**config.mk**
```make
export PLATFORM = sky130hd
export DESIGN_NAME = seq_detector_param_flat
export DESIGN_NICKNAME = d
export VERILOG_FILES = /design/src/rtl/seq_detector_param_if.sv /design/src/rtl/seq_detector_param.sv /design/src/flat_wrapper.sv
export SDC_FILE = /design/constraint.sdc
export NUM_CORES = 1
export LEC_CHECK = 0
export CAP_MARGIN = 15
export CORE_ASPECT_RATIO = 0.75
export CORE_UTILIZATION = 40
export DETAILED_ROUTE_END_ITERATION = 16
export GPL_TIMING_DRIVEN = 0
export SYNTH_ARGS = -nofsm -noshare
export SYNTH_HDL_FRONTEND = slang
export SYNTH_SLANG_ARGS = --single-unit
```
**constraint.sdc**
```tcl
create_clock -name clock -period 3.4 [get_ports clock]
set_clock_uncertainty 0.2 [all_clocks]
set_input_delay 0.68 -clock clock [delete_from_list [all_inputs] [get_ports clock]]
set_output_delay 0.68 -clock clock [all_outputs]
set_load 0.05 [all_outputs]
```
**src/rtl/seq_detector_param_if.sv**
```systemverilog
// Symbol stream, configuration and status bundle for seq_detector_param.
// The master side drives symbols and configuration; the slave side reports matches.
interface seq_detector_param_if #(
    parameter int WIDTH = 2,
    parameter int DEPTH = 4,
    parameter int CNT_W = 8
);
    logic                   valid;
    logic [WIDTH-1:0]       sym;
    logic                   cfg_load;
    logic [DEPTH*WIDTH-1:0] cfg_pattern;
    logic                   cfg_overlap;
    logic                   q;
    logic [CNT_W-1:0]       match_count;
    logic                   configured;

    modport master (
        output valid, sym, cfg_load, cfg_pattern, cfg_overlap,
        input  q, match_count, configured
    );

    modport slave (
        input  valid, sym, cfg_load, cfg_pattern, cfg_overlap,
        output q, match_count, configured
    );
endinterface

```
**src/rtl/seq_detector_param.sv**
```systemverilog
// Moore sequence detector with a runtime-loadable DEPTH-symbol pattern,
// optional overlapping matches and a saturating match counter.
module seq_detector_param #(
    parameter int WIDTH = 2,
    parameter int DEPTH = 4,
    parameter int CNT_W = 8
) (
    input logic                 clock,
    input logic                 reset,
    seq_detector_param_if.slave bus
);
    localparam int TOT = DEPTH * WIDTH;
    localparam int FW  = $clog2(DEPTH + 1);
    localparam logic [FW-1:0] FULL = FW'(DEPTH);

    typedef enum logic [1:0] {
        UNCONF,
        HUNT,
        MATCH
    } state_t;

    state_t           state;
    logic [TOT-1:0]   hist;
    logic [TOT-1:0]   pat;
    logic             ovl;
    logic [FW-1:0]    fill;
    logic [CNT_W-1:0] cnt;
    logic             q_r;
    logic             conf_r;

    logic [TOT-1:0]   hist_n;
    logic [FW-1:0]    fill_n;
    logic             accept;
    logic             hit;

    // Newest symbol enters at the top, so the oldest sits where pattern symbol 0 lives.
    always_comb begin
        hist_n = {bus.sym, hist[TOT-1:WIDTH]};
        fill_n = (fill == FULL) ? fill : fill + 1'b1;
        accept = bus.valid && !bus.cfg_load && (state != UNCONF);
        hit    = (fill_n == FULL) && (hist_n == pat);
    end

    always_ff @(posedge clock or negedge reset) begin
        if (!reset) begin
            state  <= UNCONF;
            hist   <= '0;
            pat    <= '0;
            ovl    <= 1'b0;
            fill   <= '0;
            cnt    <= '0;
            q_r    <= 1'b0;
            conf_r <= 1'b0;
        end else if (bus.cfg_load) begin
            state  <= HUNT;
            hist   <= '0;
            pat    <= bus.cfg_pattern;
            ovl    <= bus.cfg_overlap;
            fill   <= '0;
            cnt    <= '0;
            q_r    <= 1'b0;
            conf_r <= 1'b1;
        end else begin
            unique case (state)
                UNCONF: begin
                    q_r <= 1'b0;
                end
                HUNT, MATCH: begin
                    if (accept && hit) begin
                        state <= MATCH;
                        q_r   <= 1'b1;
                        hist  <= hist_n;
                        fill  <= ovl ? FULL : '0;
                        if (cnt != '1)
                            cnt <= cnt + 1'b1;
                    end else begin
                        state <= HUNT;
                        q_r   <= 1'b0;
                        if (accept) begin
                            hist <= hist_n;
                            fill <= fill_n;
                        end
                    end
                end
                default: begin
                    state <= UNCONF;
                    q_r   <= 1'b0;
                end
            endcase
        end
    end

    assign bus.q           = q_r;
    assign bus.match_count = cnt;
    assign bus.configured  = conf_r;
endmodule

```
**src/flat_wrapper.sv**
```systemverilog
// flat-port wrapper written by rule: the top's interface ports become plain ports
module seq_detector_param_flat 
#(
    parameter int WIDTH = 2,
    parameter int DEPTH = 4,
    parameter int CNT_W = 8
)
  (clock, reset, bus_valid, bus_sym, bus_cfg_load, bus_cfg_pattern, bus_cfg_overlap, bus_q, bus_match_count, bus_configured);
  seq_detector_param_if #(.WIDTH(WIDTH), .DEPTH(DEPTH), .CNT_W(CNT_W)) bus_i ();
  input logic clock;
  input logic reset;
  input wire logic [$bits(bus_i.valid)-1:0] bus_valid;
  input wire logic [$bits(bus_i.sym)-1:0] bus_sym;
  input wire logic [$bits(bus_i.cfg_load)-1:0] bus_cfg_load;
  input wire logic [$bits(bus_i.cfg_pattern)-1:0] bus_cfg_pattern;
  input wire logic [$bits(bus_i.cfg_overlap)-1:0] bus_cfg_overlap;
  output wire logic [$bits(bus_i.q)-1:0] bus_q;
  output wire logic [$bits(bus_i.match_count)-1:0] bus_match_count;
  output wire logic [$bits(bus_i.configured)-1:0] bus_configured;
  assign bus_i.valid = bus_valid;
  assign bus_i.sym = bus_sym;
  assign bus_i.cfg_load = bus_cfg_load;
  assign bus_i.cfg_pattern = bus_cfg_pattern;
  assign bus_i.cfg_overlap = bus_cfg_overlap;
  assign bus_q = bus_i.q;
  assign bus_match_count = bus_i.match_count;
  assign bus_configured = bus_i.configured;
  seq_detector_param #(.WIDTH(WIDTH), .DEPTH(DEPTH), .CNT_W(CNT_W)) u_core (.clock(clock), .reset(reset), .bus(bus_i));
endmodule
```
== Word-level counts from Yosys, hierarchy flattened ==
Index checks and enable logic that the tools add are counted.

* Add/subtract/negate cells: 2
* Eq/ne operators: 7
* Muxes and demuxes: 20
* Reduce and logical (&&, ||, !) cells: 14

{| class="wikitable"
|+ Operators by type and width
! operator !! number
|-
| $mux 8 || 8
|-
| $mux 3 || 6
|-
| $add 8x1->8 const B || 1
|-
| $eq 8x8->1 || 1
|-
| $ne 8x8->1 const B || 1
|-
| $reduce_bool 2->1 || 4
|-
| $eq 3x3->1 const B || 2
|-
| $logic_and 1x1->1 || 4
|-
| $mux 2 || 2
|-
| $pmux 2 s2 || 1
|-
| $add 3x1->3 const B || 1
|-
| $mux 1 || 3
|-
| $reduce_and 3->1 || 1
|-
| $reduce_bool 3->1 || 1
|-
| $eq 2x1->1 const B || 1
|-
| $eq 2x2->1 const B || 1
|-
| $logic_not 2->1 || 1
|-
| $ne 2x2->1 const B || 1
|-
| $reduce_and 2->1 || 1
|-
| $reduce_or 2->1 || 1
|-
| $logic_not 1->1 || 1
|}

* Flip-flop bits (word level): 32
* Input port bits: 15
* Output and inout bits: 10
* Word-level logic and storage cells: 51

== Depth between registers and ports, before layout ==
* Word-level depth: 8
* Gate-level depth with buffers: 7
* Mapped depth without buffers: 7

== Least setup slack after synthesis ==
OpenSTA, ideal clock, no wires.

* Kind: reg2reg
* From: register u_core.fill[0]
* To: register u_core.cnt[4] (netlist: u_core.bus.match_count[4])
* Library setup time: 125 ps
* Arrival: 2332 ps
* Required time: 3075 ps
* Path slack: 743 ps
* Stages on the path, launching flop included: 8
* Path buffers: 0
* Clock period less this slack: 2657 ps
* Path through: dfrtp_1 inv_1 ha_1 o31ai_2 a21oi_2 or4_4 nor4b_1 mux2_2

* Longest elaborated chain between the ends: 7
* Elaborated cells between the ends (all ways): 8
* Classes of those cells: 1 x add/sub; 2 x eq/ne; 1 x mux; 4 x reduce/logical

{| class="wikitable"
|+ Ends and longest elaborated chain
! what !! line !! source
|-
| start, declared || seq_detector_param.sv:26 || <nowiki>logic [FW-1:0] fill;</nowiki>
|-
| start signal, assigned || seq_detector_param.sv:73 || <nowiki>fill <= ovl ? FULL : '0;</nowiki>
|-
| start signal, assigned || seq_detector_param.sv:81 || <nowiki>fill <= fill_n;</nowiki>
|-
| $add 3x1->3 or $eq 3x3->1 (tied branches) || seq_detector_param.sv:39 || <nowiki>fill_n = (fill == FULL) ? fill : fill + 1'b1;</nowiki>
|-
| $mux 3 * || seq_detector_param.sv:39 ||
|-
| $eq 3x3->1 * || seq_detector_param.sv:41 || <nowiki>hit = (fill_n == FULL) && (hist_n == pat);</nowiki>
|-
| $logic_and 1x1->1 * || seq_detector_param.sv:41 ||
|-
| $logic_and 1x1->1 * || seq_detector_param.sv:69 || <nowiki>if (accept && hit) begin</nowiki>
|-
| $reduce_bool 2->1 (no source line) * || - ||
|-
| $reduce_and 3->1 (no source line) * || - ||
|-
| end signal, assigned || seq_detector_param.sv:75 || <nowiki>cnt <= cnt + 1'b1;</nowiki>
|-
| end, declared || seq_detector_param.sv:27 || <nowiki>logic [CNT_W-1:0] cnt;</nowiki>
|}

Every way passes the cells marked *; elsewhere a longest branch is shown, timed or not.
A chain may end at the register's enable or synchronous reset.

== Worst setup path in the final report ==
* From: input port bus_valid
* To: register u_core.cnt[4] (netlist: u_core.bus.match_count[4])

* Longest elaborated chain between the ends: 5

{| class="wikitable"
|+ Ends and longest elaborated chain
! what !! line !! source
|-
| start, declared || flat_wrapper.sv:12 || <nowiki>input wire logic [$bits(bus_i.valid)-1:0] bus_valid;</nowiki>
|-
| $logic_and 1x1->1 (2 in a row) || seq_detector_param.sv:40 || <nowiki>accept = bus.valid && !bus.cfg_load && (state != UNCONF);</nowiki>
|-
| $logic_and 1x1->1 || seq_detector_param.sv:69 ||
|-
| $reduce_bool 2->1 (no source line) || - ||
|-
| $reduce_and 3->1 (no source line) || - ||
|}

No other way between the ends.

==> reports/metrics.cfg <==
[synth]
synth_edf_count=0
yosysMostFrequentCell=dfrtp_1
yosys.area.top_type_share_pct=47.8
ys_seq_elements=30
synthDistinctLibCells=34
syn-cell-area_um2=1570
ys_warn_count=0
synth_top_cell_by_area=dfrtp_1
ys_seq_area_share_pct=47.8
synthTopCellsByArea=dfrtp_1 48%, mux2_2 7.9%, mux2i_1 5.7%
syn_avg_cell_area_um2=10.8
synth_commonest_cells=30 x dfrtp_1, 12 x nor2_1, 11 x mux2_2
ys.flop_type=dfrtp_1
synthArstFlopShare_pct=100
postSynthCellCount=146
syn_nets=165

[floorplan]
fp-row-count=19
fp.dieW_um=74.3
core_um2=3710
start_util_pct=42.3
top_level_ports=25
fp.dieArea_um2=4180
fp.dieH_um=56.3

[status]
status=finished clean

[placement]
place_congestion=0.831
dp_hpwl_mm=2.53
dp_slack_ps=240
portBuffers=24

[critical_path]
critical_path.top_delay_family=simple AND/OR/NAND/NOR gates
cp_slowest_cell=or4_4
crit_chain=clkdlybuf4s50_1, nor3b_1, nand4_1, or4_4, nor4b_1, mux2_2
worstPathMaxFanout=5
cp_data_arrival_time_ps=2840
cp-start-kind=primary input
crit_required_ps=3360
worstSetupPathType=in2reg
max_stage_delay_ps=570
crit_path_end_kind=flop
crit_buf_inv=1

[sta]
maxSlewViolCount=0
setup_viol=0
finalCritPeriodShare_pct=84.5
setup_ws_ps=526
clock.fmax_ghz=0.348
tightest_slew_ps=717
setup-tns-final_ps=0
relSlewSlack_pct=52.1
hold_viol=0
period_minus_slack_ps=2870
rsz0062_at_grt=false

[power]
p_int_mw=0.587
total_power_mw=0.780
p_seq_share_pct=49.5
irDropWorstVdd_uv=246
switching_share_pct=24.7
p_leak_nw=0.810
power_density_nw_per_um2=391
comb_power_share_pct=12.7
p_clk_share_pct=37.9
p_switching_mw=0.192

[route]
dr.pass1.iters=4
viasPerCell=5.37
routed_wl_mm=3.32
vias=1241
dr.first_iter.drc_count=59
drc=0
postRouteAntennaNets=0
wire_per_inst_um=14.4

[finish]
drive_gt1_share_pct=15.1
syn_to_final_growth_pct=27.0
antenna_cells=0
final_core_util_pct=53.8
fin_nets=197

[min_path]
hp-class=reg2reg

[global_route]
antenna_found_initial=0
grt_pass1_vias=1141
grt_first_pass_wirelength_mm=5.56
grt_max_degree=19
overflow=0
grt_usage_pct=18.0

[clocking]
cts_root_buf=clkbuf_8
clock_latency_ps=280
cts_buffer_depth=2
htree_levels=2
cts-resized-gates=0
postCtsSetupRepairBufs=0
cts_buffers=5
path_clk_slew_ps=70
cts_sinks=30
cts-hold-fix-buffers=0
cts_tree=yes

[job]
cap_viol_max_count=0

state kept, by name (all words and copies together) (netlist names):
signal	flops
u_core.bus.q	1
u_core.state	2
u_core.hist	6
u_core.ovl	1
u_core.pat	8
u_core.bus.match_count	8
u_core.fill	3
u_core.bus.configured	1
path summary, 6_finish.rpt:
path                                                         from                                     to  slack (ps)  depth (start not counted)
worst min-delay path            u_core.bus.configured$_DFFE_PN0P_      u_core.bus.configured$_DFFE_PN0P_         290                          1
worst max-delay path                                    bus_valid  u_core.bus.match_count[4]$_DFFE_PN0P_         530                          6
worst max register to register         u_core.fill[0]$_DFFE_PN0P_  u_core.bus.match_count[4]$_DFFE_PN0P_         590                          7
worst min register to register  u_core.bus.configured$_DFFE_PN0P_      u_core.bus.configured$_DFFE_PN0P_         290                          1
max in group asynchronous                                   reset              u_core.pat[3]$_DFFE_PN0P_        1830                          2
min in group asynchronous                                   reset  u_core.bus.match_count[2]$_DFFE_PN0P_         630                          1
power by group through the flow:
| stage | clock (mW) | combinational [mW] | sequential [mW] |
|---|---|---|---|
| after floorplan | 0 | 0.0594 | 0.389 |
| after global placement | 0 | 0.0928 | 0.392 |
| after detailed placement | 0 | 0.0998 | 0.393 |
| after CTS | 0.298 | 0.100 | 0.386 |
| after global routing | 0.316 | 0.109 | 0.388 |
| final | 0.295 | 0.0987 | 0.386 |
cell type report:
type                    instances  area [um^2]
plain buffers                   5         22.5
clock buffers                   7         86.3
clock inverters                 1         5.00
fillers                       358         1710
inverters                       7         26.3
multi-input cells             104          771
flip-flops and latches         30          751
well taps                      52         65.1
repair buffers                 25          268
per-layer routing:
| metal | GRT usage (%) | vias to the layer above | wire (um) |
|---|---|---|---|
| met5 | 0 | - | 0 |
| met3 | 5.39 | 4 | 143 |
| met2 | 27.4 | 33 | 1540 |
| met4 | 3.23 | 0 | 14 |
| met1 | 25.7 | 605 | 1620 |
| li1 | - | 599 | - |
stage by stage:
step,std cells,area (um^2),hold slack (ps)
global route,231,1990,333
global placement,222,1880,250
detailed placement,223,1900,273
finish,231,1990,288
floorplan,146,1570,184
CTS,231,1990,288
cell families (layout without fill, tap and decap cells):
kind of cell | count (synthesis) | count (layout) | synth area share (%)
xor+xnor | 9 | 9 | 5.02
buf+inv | 12 | 45 | 3.11
mux | 20 | 20 | 13.6
fa+ha+maj | 4 | 4 | 3.19
compound gates | 20 | 20 | 8.69
flops | 30 | 30 | 47.8
simple gates | 51 | 51 | 18.6
cell usage in the layout (no fill, tap or decap), types with 2 or more instances in the layout:
cell / Yosys / final
a21oi_1: 7 / 7
clkbuf_1: 3 / 4
clkbuf_8: 0 / 6
clkdlybuf4s50_1: 0 / 24
dfrtp_1: 30 / 30
ha_1: 4 / 4
inv_1: 7 / 7
mux2_2: 11 / 11
mux2i_1: 9 / 9
nand2_1: 5 / 5
nand3_1: 4 / 4
nand4_1: 5 / 5
nor2_1: 12 / 12
nor2b_1: 3 / 3
nor3_1: 4 / 4
nor4_1: 3 / 3
o2111ai_1: 3 / 3
o21ai_0: 4 / 4
or2_2: 2 / 2
or3_1: 4 / 4
or4_1: 2 / 2
or4_4: 2 / 2
xnor2_1: 9 / 9
Power figures use the tool's default switching activity.
